### config.mk
export PLATFORM = sky130hd
export DESIGN_NAME = audio_sample_sequencer_flat
export DESIGN_NICKNAME = d
export VERILOG_FILES = /design/src/rtl/audio_sample_sequencer_if.sv /design/src/rtl/audio_sample_sequencer.sv /design/src/flat_wrapper.sv
export SDC_FILE = /design/constraint.sdc
export NUM_CORES = 1
export LEC_CHECK = 0
export CAP_MARGIN = 15
export CELL_PAD_IN_SITES_DETAIL_PLACEMENT = 1
export CELL_PAD_IN_SITES_GLOBAL_PLACEMENT = 1
export CORE_MARGIN = 2
export CORE_UTILIZATION = 40
export CTS_BUF_LIST = sky130_fd_sc_hd__clkbuf_4 sky130_fd_sc_hd__clkbuf_8
export CTS_CLUSTER_DIAMETER = 200
export DETAILED_ROUTE_END_ITERATION = 7
export GPL_TIMING_DRIVEN = 1
export HOLD_SLACK_MARGIN = 0.15
export PLACE_DENSITY = 0.95
export SYNTH_ARGS = -nofsm -noshare
export SYNTH_HDL_FRONTEND = slang
export SYNTH_SLANG_ARGS = --single-unit
### constraint.sdc
create_clock -name clk -period 2.7 [get_ports clk]
set_clock_uncertainty 0.05 [all_clocks]
set_input_delay 0.27 -clock clk [delete_from_list [all_inputs] [get_ports clk]]
set_output_delay 0.27 -clock clk [all_outputs]
set_load 0.02 [all_outputs]
### src/rtl/audio_sample_sequencer_if.sv
// Codec-side read/write handshake bundle for audio_sample_sequencer.
// The sequencer is the master: it issues the read/write strobes and drives the DAC samples.
interface audio_sample_sequencer_if #(
    parameter int DATA_W = 24
);
    logic              read_ready;
    logic              write_ready;
    logic [DATA_W-1:0] readdata_left;
    logic [DATA_W-1:0] readdata_right;
    logic              read;
    logic              write;
    logic [DATA_W-1:0] writedata_left;
    logic [DATA_W-1:0] writedata_right;

    modport master (
        input  read_ready, write_ready, readdata_left, readdata_right,
        output read, write, writedata_left, writedata_right
    );

    modport slave (
        output read_ready, write_ready, readdata_left, readdata_right,
        input  read, write, writedata_left, writedata_right
    );
endinterface

### src/rtl/audio_sample_sequencer.sv
// Moves one stereo frame per transaction from the codec ADC (or the tone ROM, or silence)
// to the codec DAC, and owns the tone-ROM address counter.
module audio_sample_sequencer #(
    parameter int DATA_W   = 24,
    parameter int ADDR_W   = 16,
    parameter int TONE_LEN = 48000,
    parameter int ROM_LAT  = 1
) (
    input  logic                      clk,
    input  logic                      reset_n,
    input  logic                      src_sel,
    input  logic                      mute,
    input  logic [DATA_W-1:0]         rom_q,
    audio_sample_sequencer_if.master  codec,
    output logic [ADDR_W-1:0]         rom_addr,
    output logic                      frame_done,
    output logic [15:0]               stall_cnt
);

    typedef enum logic [1:0] {IDLE, CAPTURE, FETCH, WRITE} state_t;

    localparam logic [ADDR_W-1:0] LAST_ADDR = ADDR_W'(TONE_LEN - 1);
    localparam logic [1:0]        LAST_LAT  = 2'(ROM_LAT - 1);

    state_t            state;
    state_t            next_state;
    logic              rd_strobe;
    logic              wr_strobe;
    logic              load;
    logic [1:0]        lat_cnt;
    logic              src_lat;
    logic              mute_lat;
    logic [DATA_W-1:0] left_lat;
    logic [DATA_W-1:0] right_lat;
    logic [DATA_W-1:0] wd_left;
    logic [DATA_W-1:0] wd_right;

    always_ff @(posedge clk or negedge reset_n) begin
        if (!reset_n) state <= IDLE;
        else          state <= next_state;
    end

    always_comb begin
        next_state = state;
        rd_strobe  = 1'b0;
        wr_strobe  = 1'b0;
        load       = 1'b0;
        case (state)
            IDLE: begin
                if (codec.read_ready && codec.write_ready) next_state = CAPTURE;
            end
            CAPTURE: begin
                rd_strobe  = codec.read_ready;
                next_state = codec.read_ready ? FETCH : IDLE;
            end
            FETCH: begin
                if (lat_cnt == LAST_LAT) begin
                    load       = 1'b1;
                    next_state = WRITE;
                end
            end
            WRITE: begin
                wr_strobe = codec.write_ready;
                if (codec.write_ready) next_state = IDLE;
            end
            default: next_state = IDLE;
        endcase
    end

    // rom_addr only moves on the write edge, so it is stable for the whole next frame
    // and rom_q has settled by the time FETCH ends.
    always_ff @(posedge clk or negedge reset_n) begin
        if (!reset_n) begin
            lat_cnt   <= '0;
            src_lat   <= 1'b0;
            mute_lat  <= 1'b0;
            left_lat  <= '0;
            right_lat <= '0;
            wd_left   <= '0;
            wd_right  <= '0;
            rom_addr  <= '0;
            stall_cnt <= '0;
        end else begin
            if (rd_strobe) begin
                src_lat   <= src_sel;
                mute_lat  <= mute;
                left_lat  <= codec.readdata_left;
                right_lat <= codec.readdata_right;
            end
            if (state == FETCH) lat_cnt <= lat_cnt + 2'd1;
            else                lat_cnt <= '0;
            if (load) begin
                if (mute_lat) begin
                    wd_left  <= '0;
                    wd_right <= '0;
                end else if (src_lat) begin
                    wd_left  <= rom_q;
                    wd_right <= rom_q;
                end else begin
                    wd_left  <= left_lat;
                    wd_right <= right_lat;
                end
            end
            if (wr_strobe && src_lat)
                rom_addr <= (rom_addr == LAST_ADDR) ? '0 : rom_addr + ADDR_W'(1);
            if (state == WRITE && !codec.write_ready && stall_cnt != 16'hFFFF)
                stall_cnt <= stall_cnt + 16'd1;
        end
    end

    assign codec.read            = rd_strobe;
    assign codec.write           = wr_strobe;
    assign codec.writedata_left  = wd_left;
    assign codec.writedata_right = wd_right;
    assign frame_done            = wr_strobe;

endmodule

### src/flat_wrapper.sv
// flat-port wrapper written by rule: the top's interface ports become plain ports
module audio_sample_sequencer_flat 
#(
    parameter int DATA_W   = 24,
    parameter int ADDR_W   = 16,
    parameter int TONE_LEN = 48000,
    parameter int ROM_LAT  = 1
)
  (clk, reset_n, src_sel, mute, rom_q, rom_addr, frame_done, stall_cnt, codec_read_ready, codec_write_ready, codec_readdata_left, codec_readdata_right, codec_read, codec_write, codec_writedata_left, codec_writedata_right);
  audio_sample_sequencer_if #(.DATA_W(DATA_W)) codec_i ();
  input  logic clk;
  input  logic reset_n;
  input  logic src_sel;
  input  logic mute;
  input  logic [DATA_W-1:0] rom_q;
  output logic [ADDR_W-1:0] rom_addr;
  output logic frame_done;
  output logic [15:0] stall_cnt;
  input wire logic [$bits(codec_i.read_ready)-1:0] codec_read_ready;
  input wire logic [$bits(codec_i.write_ready)-1:0] codec_write_ready;
  input wire logic [$bits(codec_i.readdata_left)-1:0] codec_readdata_left;
  input wire logic [$bits(codec_i.readdata_right)-1:0] codec_readdata_right;
  output wire logic [$bits(codec_i.read)-1:0] codec_read;
  output wire logic [$bits(codec_i.write)-1:0] codec_write;
  output wire logic [$bits(codec_i.writedata_left)-1:0] codec_writedata_left;
  output wire logic [$bits(codec_i.writedata_right)-1:0] codec_writedata_right;
  assign codec_i.read_ready = codec_read_ready;
  assign codec_i.write_ready = codec_write_ready;
  assign codec_i.readdata_left = codec_readdata_left;
  assign codec_i.readdata_right = codec_readdata_right;
  assign codec_read = codec_i.read;
  assign codec_write = codec_i.write;
  assign codec_writedata_left = codec_i.writedata_left;
  assign codec_writedata_right = codec_i.writedata_right;
  audio_sample_sequencer #(.DATA_W(DATA_W), .ADDR_W(ADDR_W), .TONE_LEN(TONE_LEN), .ROM_LAT(ROM_LAT)) u_core (.clk(clk), .reset_n(reset_n), .src_sel(src_sel), .mute(mute), .rom_q(rom_q), .codec(codec_i), .rom_addr(rom_addr), .frame_done(frame_done), .stall_cnt(stall_cnt));
endmodule
Word-level counts from Yosys, hierarchy flattened
Index checks and enable logic that the tools add are counted.
- register bits after elaboration: 134
- output and inout bits: 83
- word-level logic and storage cells: 44
- $add $sub $neg: 3
- eq/ne operators: 8
- multiplexer cells: 15
- reduce and logical (&&, ||, !) cells: 8
- operator list (cell ; number):
    $mux 24 ; 4
    $add 16x1->16 const B ; 2
    $eq 16x16->1 const B ; 1
    $mux 16 ; 1
    $ne 16x16->1 const B ; 1
    $mux 2 ; 5
    $pmux 2 s4 ; 1
    $eq 2x2->1 const B ; 2
    $logic_and 1x1->1 ; 4
    $logic_not 2->1 ; 2
    $mux 1 ; 4
    $ne 2x1->1 const B ; 2
    $reduce_and 3->1 ; 1
    $add 2x1->2 const B ; 1
    $eq 2x1->1 const B ; 1
    $ne 2x2->1 const B ; 1
    $logic_not 1->1 ; 1

Depth between registers and ports, before layout
Gate-level depths: netlist of run 1.
- depth in word-level cells: 3
- gate-level depth with buffers: 7

Least setup slack after synthesis of run 1
OpenSTA, ideal clock, no wires.
- path type: register to register
- start: reg u_core.stall_cnt[0]
- end: reg u_core.stall_cnt[12]
- setup time: 0.125 ns
- data arrival time: 1.634 ns
- setup slack: 0.891 ns
- cell stages (with the launch flop): 6
- path buffers: 0
- period minus slack after synthesis: 1.809 ns
- path through: dfrtp_1 -> ha_1 -> nand4b_1 -> nor3_2 -> and3_1 -> mux2_2
- longest elaborated chain between the ends: 2
- elaborated cells between the ends (all ways): 3
- those cells by class: add/sub (1); eq/ne (1); reduce/logical (1)
- ends and longest elaborated chain (what ; line ; text):
    start: declaration ; audio_sample_sequencer.sv:17 ; output logic [15:0] stall_cnt
    start signal: assignment ; audio_sample_sequencer.sv:107 ; stall_cnt <= stall_cnt + 16'd1;
    branches (longest 2 deep; another with $add 16x1->16) ; n/a ;
Parallel ways; which one is timed is not known.
A chain may end at the register's enable or synchronous reset.

==> results.md, run 1 <==
- Drt drc: 0
- Worst skew pair latency: 0.44 ns
- Average wire per standard cell: 19.20 um
- Critical path class: reg -> out
- Status: finished, final reports clean
- Layout area overhead: 36.53%
- WP data required: 2.38 ns
- Initial detailed-routing violation count: 355
- Drt first pass iters: 5
- Critical path capture point type: output port
- DRT met1 WL: 7162 um
- Clk root buf: clkbuf_8
- Clock sink total: 134
- Core footprint: 14640 um^2
- I/O Buffers: 160
- # setup viols final: 0
- Clock slew at reported path FFs: 0.07 ns
- CTS tree: built
- Period minus WS final: 2.314 ns
- Filler instances: 1603
- Die X: 127.0 um
- Proportion of layout cells with a drive suffix above 1: 6.865%
- Synth Instances: 609
- Ys flop type: dfrtp_1
- Synth Register Bits: 134
- Max Fclk: 432.1 MHz
- Io pins: 161
- Period utilization: 85.72%
- Drt via density: 5.417
- Die height: 127.0 um
- Largest net degree at the start of global routing: 107
- Worst setup margin: 0.3856 ns
- Final GP Congestion: 0.8762
- Grt ovf: 0
- TNS Setup: 0 ns
- GRT Resource Usage Total: 23.88%
- Max-slew headroom: 32.34%
- Hpwl dp: 12300 um
- Cell Area, Synth: 6050 um^2
- Maxcap violations: 0
- Met3 wire length: 1093 um
- Via count: 5184
- Fin. Hold Viols: 0
- RSZ-0062 raised after global routing: no
- Worst path arrival time: 1.99 ns
- Number of synthesized flops with an enable pin: 0
- Total Wirelength: 18370 um
- Antenna violations before repair: 1
- Setup WS pre-CTS: 0.3807 ns
- Pwr Density: 1021 nW/um^2
- Max-slew violation count: 0
- Synth warnings: 0
- CTS buffer count: 17
- Max rail drop VDD: 0.0006367 V
- HP Class: in -> reg
- Site Rows: 44
- Initial core utilization: 41.31%
- Max Buffers Root-to-Sink: 2
- Crit Path Max Fanout: 11
- Top sig layer: met4
- Avg Cell Area, Syn: 9.934 um^2
- First-pass GRT wire length: 30180 um
- Worst-Margin Slew: 1.015 ns
- Fraction of the yosys area taken by sequential cells: 55.43%
- Nets: 840
- ANT nets after route: 0
- Die area: 16120 um^2
- DR WL met2: 9785 um
- Synth cell types: 43
- Htree depth: 4
- Total setup buffers inserted after CTS: 0
- Vias in the first global route: 5870
- Syn nets: 690
- Startpoint Class: flop
- Async set or reset register ratio after synthesis: 100.0%
- Leakage: 0.003753 uW
## cells in the final DEF, fill, tap and decap left out, types with 2 or more instances in the layout
| master | Yosys | layout |
|---|---|---|
| buf_4 | 2 | 5 |
| nand2_1 | 215 | 215 |
| nand4_1 | 9 | 9 |
| nor4_2 | 3 | 3 |
| or2_2 | 2 | 2 |
| nand3b_1 | 3 | 3 |
| inv_1 | 7 | 7 |
| mux2_2 | 2 | 2 |
| xnor2_1 | 12 | 12 |
| bufinv_16 | 0 | 4 |
| and3_1 | 6 | 6 |
| dfrtp_1 | 134 | 132 |
| nor3_1 | 8 | 8 |
| a21oi_1 | 6 | 6 |
| o31ai_1 | 49 | 49 |
| o211ai_1 | 2 | 2 |
| clkbuf_8 | 0 | 22 |
| a31oi_1 | 3 | 3 |
| nor2b_1 | 2 | 2 |
| clkbuf_4 | 0 | 2 |
| and3b_1 | 2 | 2 |
| nor4_1 | 2 | 2 |
| clkdlybuf4s50_1 | 0 | 159 |
| dfrtp_2 | 0 | 2 |
| clkinv_2 | 0 | 3 |
| mux2i_1 | 51 | 51 |
| ha_1 | 3 | 3 |
| o21ai_0 | 4 | 4 |
| nor2_1 | 15 | 15 |
| nand3_1 | 10 | 10 |
| xor2_1 | 7 | 7 |
## layout make-up
| cell class | count | area (um^2) | area share (%) |
|---|---|---|---|
| multi-input combinational | 431 | 2510 | 30.39 |
| timing repair buffer | 167 | 1670 | 20.22 |
| antenna | 1 | 2.502 | 0.03030 |
| clock inverter | 8 | 142.6 | 1.727 |
| clock buffer | 24 | 317.8 | 3.848 |
| inverter | 8 | 30.03 | 0.3636 |
| sequential | 134 | 3356 | 40.63 |
| tap | 184 | 230.2 | 2.787 |
## where the power goes
group,switching (uW),internal (uW),leakage (uW)
clock network,759,1150,0.000236
registers,595,2700,0.00173
logic,1850,1390,0.00179
total,3200,5230,0.00375
## registers in the layout (all words and copies together) (netlist names), named ones only
name	count
u_core.right_lat	24
u_core.lat_cnt	2
u_core.codec.writedata_right	24
u_core.rom_addr	16
u_core.left_lat	24
u_core.state	1
u_core.src_lat	1
u_core.codec.writedata_left	24
u_core.stall_cnt	16
u_core.mute_lat	1
## path summary, 6_finish.rpt
path | from | to | slack, ns | cells past startpoint
setup / recovery | flop | codec_read | 0.39 | 3
hold / removal | codec_readdata_left[2] | u_core.left_lat[2] | 0.30 | 3
setup reg to reg | u_core.state[0] | u_core.rom_addr[11] | 0.58 | 4
hold reg to reg | u_core.lat_cnt[0] | u_core.lat_cnt[0] | 0.40 | 1
max in group asynchronous | reset_n | u_core.rom_addr[3] | 1.22 | 3
min in group asynchronous | reset_n | u_core.codec.writedata_right[2] | 0.46 | 2
## through the flow
step / utilization [%] / instances / hold WS (ns) / instance area, um^2 / total power (uW)
global placement: 53.17 / 923 / 0.3680 / 7786 / 6289
floorplan: - / 609 / -0.07559 / 6050 / 5153
global route: 56.38 / 956 / 0.2823 / 8257 / 8977
detailed placement: 53.17 / 923 / 0.3893 / 7786 / 6570
CTS: 56.38 / 956 / 0.2700 / 8257 / 8529
finish: 56.40 / 957 / 0.3000 / 8259 / 8430
## cells in the mapped netlist, types with 6 or more instances
| master | number | area, um^2 |
|---|---|---|
| nand2_1 | 215 | 807.0 |
| dfrtp_1 | 134 | 3353 |
| mux2i_1 | 51 | 510.5 |
| o31ai_1 | 49 | 367.9 |
| clkbuf_1 | 23 | 86.33 |
| nor2_1 | 15 | 56.30 |
| xnor2_1 | 12 | 105.1 |
| buf_2 | 11 | 55.05 |
| nand3_1 | 10 | 50.05 |
| nand4_1 | 9 | 56.30 |
| nor3_1 | 8 | 40.04 |
| inv_1 | 7 | 26.28 |
| xor2_1 | 7 | 61.31 |
| a21oi_1 | 6 | 30.03 |
| and3_1 | 6 | 37.54 |
## logic make-up (layout without fill, tap and decap cells)
kind of cell               Yosys count  count (layout)  synth area share, %
DFF                                134             134                55.43
adders and majority gates            3               3               0.6205
and+or+nand+nor                    289             289                21.37
AOI/OAI and AO/OA                   66              66                7.756
xor gates and xnor gates            19              19                2.751
muxes                               54              54                8.997
buffers and inverters               44             207                3.082
other                                0               1                    0
## layer usage
layer	vias up	global-route usage (%)
met1	2645	26.38
met3	32	7.831
met5	-	0
li1	2362	-
met4	0	7.822
met2	145	43.42
## critical path, stage by stage (launching register included)
cell and delay, ns:
dfrtp_1 0.51, nand3b_1 0.28, clkinv_1 0.09, clkdlybuf4s50_1 0.67
## timing repair
action                    in CTS  in global routing
hold buffers                   1                  0
resized for setup              0                  0
hold endpoints to repair     104                  0
Note: power is estimated with default switching activity, not from simulation.
==> inputs of run 2 (changes only) <==
--- a/config.mk
+++ b/config.mk
@@ -13,9 +13,10 @@
 export CTS_BUF_LIST = sky130_fd_sc_hd__clkbuf_4 sky130_fd_sc_hd__clkbuf_8
 export CTS_CLUSTER_DIAMETER = 200
 export DETAILED_ROUTE_END_ITERATION = 7
+export DONT_BUFFER_PORTS = 1
 export GPL_TIMING_DRIVEN = 1
 export HOLD_SLACK_MARGIN = 0.15
-export PLACE_DENSITY = 0.95
+export PLACE_DENSITY = 0.77
 export SYNTH_ARGS = -nofsm -noshare
 export SYNTH_HDL_FRONTEND = slang
 export SYNTH_SLANG_ARGS = --single-unit
==> results.md, run 2 (synthesis gave the netlist of run 1 again) <==
- Worst skew pair latency: 0.44 ns (about the same)
- RSZ-0062 raised after global routing: no
- Site Rows: 44 (unchanged)
- Filler instances: 1617 (+0.87%)
- Reg2reg start: u_core.stall_cnt[0]
- TNS Setup: 0 ns (unchanged)
- CP max-delay cell: dfrtp_1
- Grt ovf: 0 (unchanged)
- Largest net degree at the start of global routing: 135 (+26%)
- Hpwl dp: 10050 um (-18%)
- Critical path, cell by cell: nand3b_1, inv_2, buf_4
- Io pins: 161 (unchanged)
- Buf/Inv on CP: 2 (unchanged)
- Die X: 127.0 um (unchanged)
- HP Class: in -> async
- GR Util met2: 37.16% (-6.3 points)
- Clock slew at reported path FFs: 0.07 ns (about the same)
- Initial core utilization: 41.31% (unchanged)
- Fin. Hold Viols: 134 (+134)
- Resize count post-CTS: 0 (unchanged)
- Clk root buf: clkbuf_8
- Drt drc: 0 (unchanged)
- Drt first pass iters: 7 (+2)
- Via count: 4692 (-9.5%)
- Final GP Congestion: 0.8361 (-4.6%)
- Clock sink total: 134 (unchanged)
- Drt via density: 5.368 (-0.90%)
- Average wire per standard cell: 18.98 um (-1.1%)
- Most frequent cells in the layout: nand2_1, dfrtp_1, dlygate4sd3_1, mux2i_1, o31ai_1
- ANT nets after route: 0 (unchanged)
- CP top delay family: buffers and inverters
- Max Fclk: 432.6 MHz (+0.12%)
- Global Route met3 Usage: 7.370% (-0.46 points)
- I/O Buffers: 0 (-100%)
- Fin Hold WS: -0.5274 ns (-0.8274 ns)
- First-pass GRT wire length: 27370 um (-9.3%)
- Global routing's busiest layer: met2
- Period minus WS final: 2.312 ns (-0.002845 ns)
- Critical path depth: 3 (unchanged)
- Initial detailed-routing violation count: 208 (-41%)
- # setup viols final: 0 (unchanged)
- CTS buffer count: 17 (unchanged)
- Max Buffers Root-to-Sink: 2 (unchanged)
- Crit Path Max Fanout: 29 (+18)
- Period utilization: 85.61% (-0.11 points)
- Total Wirelength: 16590 um (-9.7%)
- Worst-Margin Slew: 0.9458 ns (-0.06912 ns)
- Total setup buffers inserted after CTS: 0 (unchanged)
- Htree depth: 4 (unchanged)
- Violated checks: hold timing
- Antenna violations before repair: 2 (+1)
- Die area: 16120 um^2 (unchanged)
- Proportion of layout cells with a drive suffix above 1: 7.703% (+0.84 points)
- Pwr Density: 1034 nW/um^2 (+1.3%)
- Slowest cell delay on critical path: 0.49 ns (-0.18 ns)
- GR Layer Usage met1: 24.90% (-1.5 points)
- Status: finished, violations left
- Max-slew headroom: 36.95% (+4.6 points)
- Core footprint: 14640 um^2 (unchanged)
- Maxcap violations: 0 (unchanged)
- Multi-input logic area: 2510 um^2 (unchanged)
- Cells after DPL: 763 (-17%)
- Commonest non-fill, non-tap cell in the layout: nand2_1
- Critical path class: reg -> out
- CTS tree: built
- Register area: 3356 um^2 (unchanged)
- Die height: 127.0 um (unchanged)
- Worst path arrival time: 1.99 ns (about the same)
- Vias in the first global route: 5291 (-9.9%)
- Fin cells: 874 (-8.7%)
- Nets: 756 (-10%)
- Max-slew violation count: 0 (unchanged)
- Critical path capture point type: output port
- Leakage: 0.003467 uW (-7.6%)
- Startpoint Class: flop
- R2R cell count: 5 (+1)
- WP data required: 2.38 ns (about the same)
- CTS Hold Bufs: 77 (+76)
- Max rail drop VDD: 0.0004404 V (-31%)
- Layout area overhead: 22.30%
- GRT Resource Usage Total: 21.51% (-2.4 points)
## run 2: final cells by class
type | count | share of cell area (%)
multi-input combinational | 431 | 33.93
inverter | 8 | 0.4059
tap | 184 | 3.112
antenna | 2 | 0.06765
sequential | 134 | 45.36
timing repair buffer | 83 | 11.36
clock buffer | 23 | 4.110
clock inverter | 9 | 1.657
## run 2: report_power, final
part           leakage (uW)  switching (uW)  internal [uW]
Clock              0.000222             761           1030
Combinational       0.00152            1260            899
Sequential          0.00173            1010           2690
## run 2: worst paths after layout
kind / endpoint / slack (ns)
max: codec_read / 0.39
min: u_core.stall_cnt[13] / -0.53
max reg2reg: u_core.stall_cnt[12] / 0.65
min reg2reg: u_core.lat_cnt[0] / 0.39
max in group asynchronous: u_core.rom_addr[3] / 2.89
min in group clk: u_core.stall_cnt[4] / 0.21
## run 2: routing by layer
layer / wire [um] / up-vias
met5: 0 / -
met4: 320 / 0
met3: 1169 / 32
met2: 8363 / 145
met1: 6735 / 2311
li1: - / 2204
## run 2: stage by stage
stage	power [uW]	hold slack [ns]	utilization [%]	setup slack (ns)	area (um^2)
2_1_floorplan	5153	-0.07559	-	0.8913	6050
6_report	7647	-0.5274	50.52	0.3884	7398
3_5_place_dp	5760	-0.07266	42.31	0.6400	6196
5_1_grt	8182	-0.5708	50.52	0.2412	7398
4_1_cts	7682	-0.5710	50.49	0.3527	7393
3_3_place_gp	5575	-0.07294	42.31	0.7437	6196
==> variant 1, RTL diff (config.mk and constraints of run 1) <==
Register the output `stall_cnt` once more, with the module's reset; this adds one clock of latency there. The other outputs are not delayed to match.
--- a/src/rtl/audio_sample_sequencer.sv
+++ b/src/rtl/audio_sample_sequencer.sv
@@ -23,2 +23,4 @@
     localparam logic [1:0]        LAST_LAT  = 2'(ROM_LAT - 1);
+
+    logic [15:0] stall_cnt_s0;
 
@@ -81,3 +83,3 @@
             rom_addr  <= '0;
-            stall_cnt <= '0;
+            stall_cnt_s0 <= '0;
         end else begin
@@ -105,4 +107,4 @@
                 rom_addr <= (rom_addr == LAST_ADDR) ? '0 : rom_addr + ADDR_W'(1);
-            if (state == WRITE && !codec.write_ready && stall_cnt != 16'hFFFF)
-                stall_cnt <= stall_cnt + 16'd1;
+            if (state == WRITE && !codec.write_ready && stall_cnt_s0 != 16'hFFFF)
+                stall_cnt_s0 <= stall_cnt_s0 + 16'd1;
         end
@@ -116,2 +118,10 @@
 
+    always_ff @(posedge clk or negedge reset_n) begin
+        if (!reset_n) begin
+            stall_cnt <= '0;
+        end else begin
+            stall_cnt <= stall_cnt_s0;
+        end
+    end
+
 endmodule
Formal check against the unedited RTL: not equivalent (Yosys sat finds a counterexample within 10 cycles, from zero or initial values and one cycle with reset_n low).
==> variant 1 against run 1 <==
  * Sequential power up 8.2%
  * Critical path depth did not move
  * Sequential cell count up 16
  * Worst hold slack lost 0.021 ns
  * Area after synthesis up 6.9%
  * Routed wire length is 1.7% lower
  * Power decreased by 1.4%
  * Non-clock buffer count up 1
  * Count of clock-buffer cells in the layout fell by 6
  * Worst setup slack worse by 0.055 ns
  * Final area up 5.0%
  * Die area rose by 6.7%
  * Critical endpoint unchanged
  * Highest routed layer unchanged
==> variant 1: results (changes against run 1) <==
[status]
run_status=finished clean  ; unchanged

[cts]
worst_skew_pair.late_latency_ns=0.45
cts_resized=0  ; unchanged
numCtsBuffers=17  ; unchanged
clk_pin_slew_worst_paths_ns=0.08

[yosys]
synth-edff-count=0  ; unchanged
synthArstFlopShare_pct=100  ; unchanged
synth_sequential_area_ratio_pct=58.0  ; was 55.4%
netlist_top_cells_count=nand2_1, dfrtp_1, mux2i_1  ; unchanged
synth_cell_types=45  ; was 43
syn-num-nets=702  ; was 690
yosys-top-cells-area=dfrtp_1, nand2_1, mux2i_1  ; unchanged

[setup_path]
cp_max_fo=12  ; was 11
worst-r2r-cell-count=5  ; was 4
flop_to_flop_setup_slack_ns=0.66  ; was 0.58 ns
worst_path_dominant_cell_family=buffers and inverters  ; unchanged
critPathMaxStageDelay_ns=0.61  ; was 0.67 ns
timing.critical_path.arrival_ns=2.05  ; was 1.99 ns
crit-reg2reg-launch=u_core.stall_cnt_s0[0]  ; was u_core.state[0]
reg2reg_to=u_core.stall_cnt_s0[1]  ; was u_core.rom_addr[11]

[final_layout]
fill_cells=1714  ; was 1,603
layout.nets=854  ; was 840
drive_gt1_share_pct=7.01  ; was 6.87%

[worst_hold_path]
worstHoldPathType=in -> async  ; was in -> reg

[global_route]
grt_usage_pct=21.7  ; was 23.9%
pin_count_of_the_biggest_net_entering_global_routing=97  ; was 107
number_of_global_route_vias_before_repair=5794  ; was 5,870
grt_antenna_before_repair=0  ; was 1
grt_pass1_wl_mm=29.6  ; was 30.2 mm

[detailed_routing]
via_per_inst=5.20  ; was 5.42
dr.pass1.iters=4  ; was 5
wl_per_cell_um=18.0  ; was 19.2 um
starting_drc_count_in_detailed_routing=231  ; was 355

[timing]
finalHoldViolCount=0  ; unchanged
timing.max_slew.rel_slack_pct=34.1  ; was 32.3%

[placed_design]
hpwl_mm=12.5  ; was 12.3 mm
placedInstanceArea_sq_um=8280  ; was 7790 sq um
place.gp.congestion=0.831  ; was 0.876

[power_and_ir_drop]
power.ir.vdd_worst_mv=0.493  ; was 0.637 mV
power.static_leakage_nw=3.97  ; was 3.75 nW

[variant 1: cell count changes after synthesis, moves of 4 or more]
| cell | delta |
|---|---|
| nor3_1 | -4 |
| nor2_1 | -5 |
| xor2_1 | +6 |
| dfrtp_1 | +16 |
| a21oi_1 | +4 |
| buf_2 | -5 |
[variant 1: per-stage QoR]
stage	power, mW	worst slack (ns)	hold slack, ns	instances	util [%]
after floorplan	5.34	0.912	-0.0756	621	-
after global placement	6.50	0.475	0.190	969	52.3
after detailed placement	6.71	0.435	0.198	969	52.3
after CTS	8.44	0.277	0.248	1001	54.8
after global routing	8.87	0.192	0.284	1001	54.8
final	8.31	0.331	0.279	1002	54.8
[variant 1: cells by family after synthesis]
group	synth area share [%]
compound gates	8.01
xor+xnor	2.98
fa+ha+maj	0.581
buf+inv	2.69
flops	58.0
mux	7.93
simple gates	19.8
[variant 1: power breakdown]
part	switching, mW	total, mW	leakage, nW	internal [mW]
sequential	0.610	3.56	1.93	2.95
clock	0.844	1.68	0.186	0.834
combinational	1.74	3.07	1.86	1.34
total	3.19	8.31	3.97	5.12
[variant 1: final cells by class]
class,count,area [sq um],share of cell area (%)
sequential,150,3760,43.3
clock buffer,18,248,2.86
multi-input combinational,428,2540,29.3
antenna,1,2.50,0.0289
clock inverter,13,133,1.53
inverter,8,30.0,0.346
timing repair buffer,168,1690,19.5
tap,216,270,3.12
[variant 1: layer usage]
layer  vias up  part of all wire, %  track usage [%]
li1       2405                    -                -
met1      2626                   39             24.1
met2       152                   53             39.3
met3        29                  7.0             7.06
met4         0                  1.6             7.13
met5         -                    0                0
[variant 1: worst register-to-register path, stage by stage, from the launching register on]
cell and delay [ns]:
dfrtp_1 0.45, ha_1 0.29, nand4_4 0.17, nor3_4 0.47
a21oi_1 0.19, mux2_2 0.31
[variant 1: how the worst max path moves through the flow]
stage,start,end,slack (ns),cells past startpoint
global route,u_core.state[0],codec_read,0.19,3
detailed placement,codec_write_ready,u_core.rom_addr[7],0.44,5
CTS,register,codec_read,0.28,3
finish,register,codec_read,0.33,3
floorplan,u_core.rom_addr[6],u_core.rom_addr[13],0.91,4
global placement,codec_write_ready,u_core.rom_addr[13],0.47,5
==> variant 2, RTL diff (settings of run 1) <==
Made on the original files. `ADDR_W` is set to 16 in 2 places; all go to 17.
--- a/src/rtl/audio_sample_sequencer.sv
+++ b/src/rtl/audio_sample_sequencer.sv
@@ -4,3 +4,3 @@
     parameter int DATA_W   = 24,
-    parameter int ADDR_W   = 16,
+    parameter int ADDR_W   = 17,
     parameter int TONE_LEN = 48000,
--- a/src/flat_wrapper.sv
+++ b/src/flat_wrapper.sv
@@ -4,3 +4,3 @@
     parameter int DATA_W   = 24,
-    parameter int ADDR_W   = 16,
+    parameter int ADDR_W   = 17,
     parameter int TONE_LEN = 48000,
Interface: changed (resized rom_addr); port bits go from 161 to 162. The function was not compared with the original's and may differ.
==> variant 2 against run 1 <==
  * Sequential cell count increased by 1
  * Final area up 0.67%
  * Area after synthesis decreased by 0.43%
  * Fmax down 0.73%
  * Worst setup slack got worse by 0.017 ns
  * Routed wire length decreased by 3.1%
  * Cell count down 0.52%
  * Power up 1.9%
  * First-iteration DRC count fell by 27%
  * Critical path type unchanged
  * Critical endpoint unchanged
==> variant 2: results (changes against run 1) <==
[status]
run_status=finished clean  ; unchanged

[detailed_routing]
dr.pass1.iters=4  ; was 5
num_vias=5103  ; was 5,184
met2_length_mm=9.22  ; was 9.79 mm
route.met3.wl_um=668  ; was 1.09 mm
starting_drc_count_in_detailed_routing=260  ; was 355
drt-met1-wl_mm=7.39  ; was 7.16 mm
finalWirelength_mm=17.8  ; was 18.4 mm
highest-signal-layer=met4  ; unchanged
via_per_inst=5.36  ; was 5.42

[global_route]
grt.met2_usage_pct=41.0  ; was 43.4%
pin_count_of_the_biggest_net_entering_global_routing=97  ; was 107
grt_usage_pct=23.0  ; was 23.9%
number_of_global_route_vias_before_repair=5622  ; was 5,870
grt.met3_usage_pct=4.64  ; was 7.83%
grt_pass1_wl_mm=28.9  ; was 30.2 mm
global_route.usage.met1_pct=27.1  ; was 26.4%

[placed_design]
place.gp.congestion=0.832  ; was 0.876
hpwl_mm=12.0  ; was 12.3 mm
port-buffer-count=161  ; was 160
placed_cells_incl_taps=919  ; was 923

[yosys]
yosys.area_share.xor_xnor_pct=3.78  ; was 2.75%
netlist_top_cells_count=nand2_1, dfrtp_1, mux2i_1  ; unchanged
yosys-top-cells-area=dfrtp_1, nand2_1, mux2i_1  ; unchanged
synth_cell_types=37  ; was 43
synth.mux.area_fraction_pct=8.52  ; was 9.00%
syn-mean-instance-area_sq_um=10.0  ; was 9.93 sq um
synthArstFlopShare_pct=100  ; unchanged
synth_sequential_area_ratio_pct=56.1  ; was 55.4%
yosysWarningCount=0  ; unchanged
syn-num-nets=681  ; was 690
post_synth_fa_ha_maj_area_fraction_pct=0.623  ; was 0.620%
share_of_the_synthesized_area_in_compound_gates_ao_oa_aoi_oai_pct=6.98  ; was 7.76%

[timing]
maxSlewViolCount=0  ; unchanged
worst_slew_pin_slew_ns=0.984  ; was 1.01 ns

[final_layout]
fill_cells=1605  ; was 1,603
layout.nets=836  ; was 840
drive_gt1_share_pct=6.91  ; was 6.87%

[worst_hold_path]
worstHoldPathType=in -> async  ; was in -> reg

[power_and_ir_drop]
internal_power_mw=5.38  ; was 5.23 mW
pwr-share-comb_pct=37.0  ; was 38.4%
power.static_leakage_nw=3.79  ; was 3.75 nW
power_in_the_clock_group_mw=2.10  ; was 1.91 mW
power.ir.vdd_worst_mv=0.484  ; was 0.637 mV

[setup_path]
critPathMaxStageDelay_ns=0.61  ; was 0.67 ns
timing.critical_path.arrival_ns=2.01  ; was 1.99 ns
worst-r2r-cell-count=4  ; unchanged
crit-reg2reg-launch=u_core.rom_addr[10]  ; was u_core.state[0]
flop_to_flop_setup_slack_ns=0.53  ; was 0.58 ns
reg2reg_to=u_core.rom_addr[8]  ; was u_core.rom_addr[11]

[cts]
numCtsBuffers=17  ; unchanged
cts_setup_buffers=0  ; unchanged
cts_resized=0  ; unchanged

-- variant 2: cell count changes in the layout (fill, tap and decap cells not counted), sizes merged, moves of 3 or more --
| cell | run 1 | this run |
|---|---|---|
| nor4b | 1 | 4 |
| and3 | 6 | 2 |
| bufinv | 4 | 7 |
| a31oi | 3 | 0 |
| clkbuf | 24 | 18 |
| buf | 7 | 10 |
| xor2 | 7 | 16 |
| or4 | 0 | 4 |
-- variant 2: cell type report --
type | count | area [sq um] | share of cell area (%)
repair buffers | 171 | 1700 | 20.5
clock buffers | 18 | 248 | 2.98
multi-input cells | 424 | 2480 | 29.8
clock inverters | 13 | 251 | 3.02
inverters | 6 | 22.5 | 0.271
flip-flops and latches | 135 | 3380 | 40.7
well taps | 184 | 230 | 2.77
diodes | 1 | 2.50 | 0.0301
-- variant 2: worst max-delay path by stage --
stage | from | endpoint | slack (ns) | cells past startpoint
2_1_floorplan | u_core.rom_addr[14] | u_core.rom_addr[11] | 0.73 | 4
3_3_place_gp | codec_write_ready | u_core.rom_addr[15] | 0.47 | 5
5_1_grt | u_core.state[0] | codec_read | 0.23 | 3
3_5_place_dp | codec_write_ready | u_core.rom_addr[16] | 0.38 | 6
4_1_cts | register | codec_read | 0.31 | 3
6_report | register | codec_read | 0.37 | 3
-- variant 2: stage by stage --
stage	worst slack (ns)	hold WS, ns	utilization, %	power (mW)	area, sq um
final	0.369	0.296	56.8	8.59	8310
after global routing	0.226	0.287	56.8	9.13	8310
after CTS	0.315	0.272	56.8	8.69	8310
after detailed placement	0.385	0.202	53.3	6.53	7800
after global placement	0.474	0.190	53.3	6.28	7800
after floorplan	0.729	-0.0756	-	5.17	6020
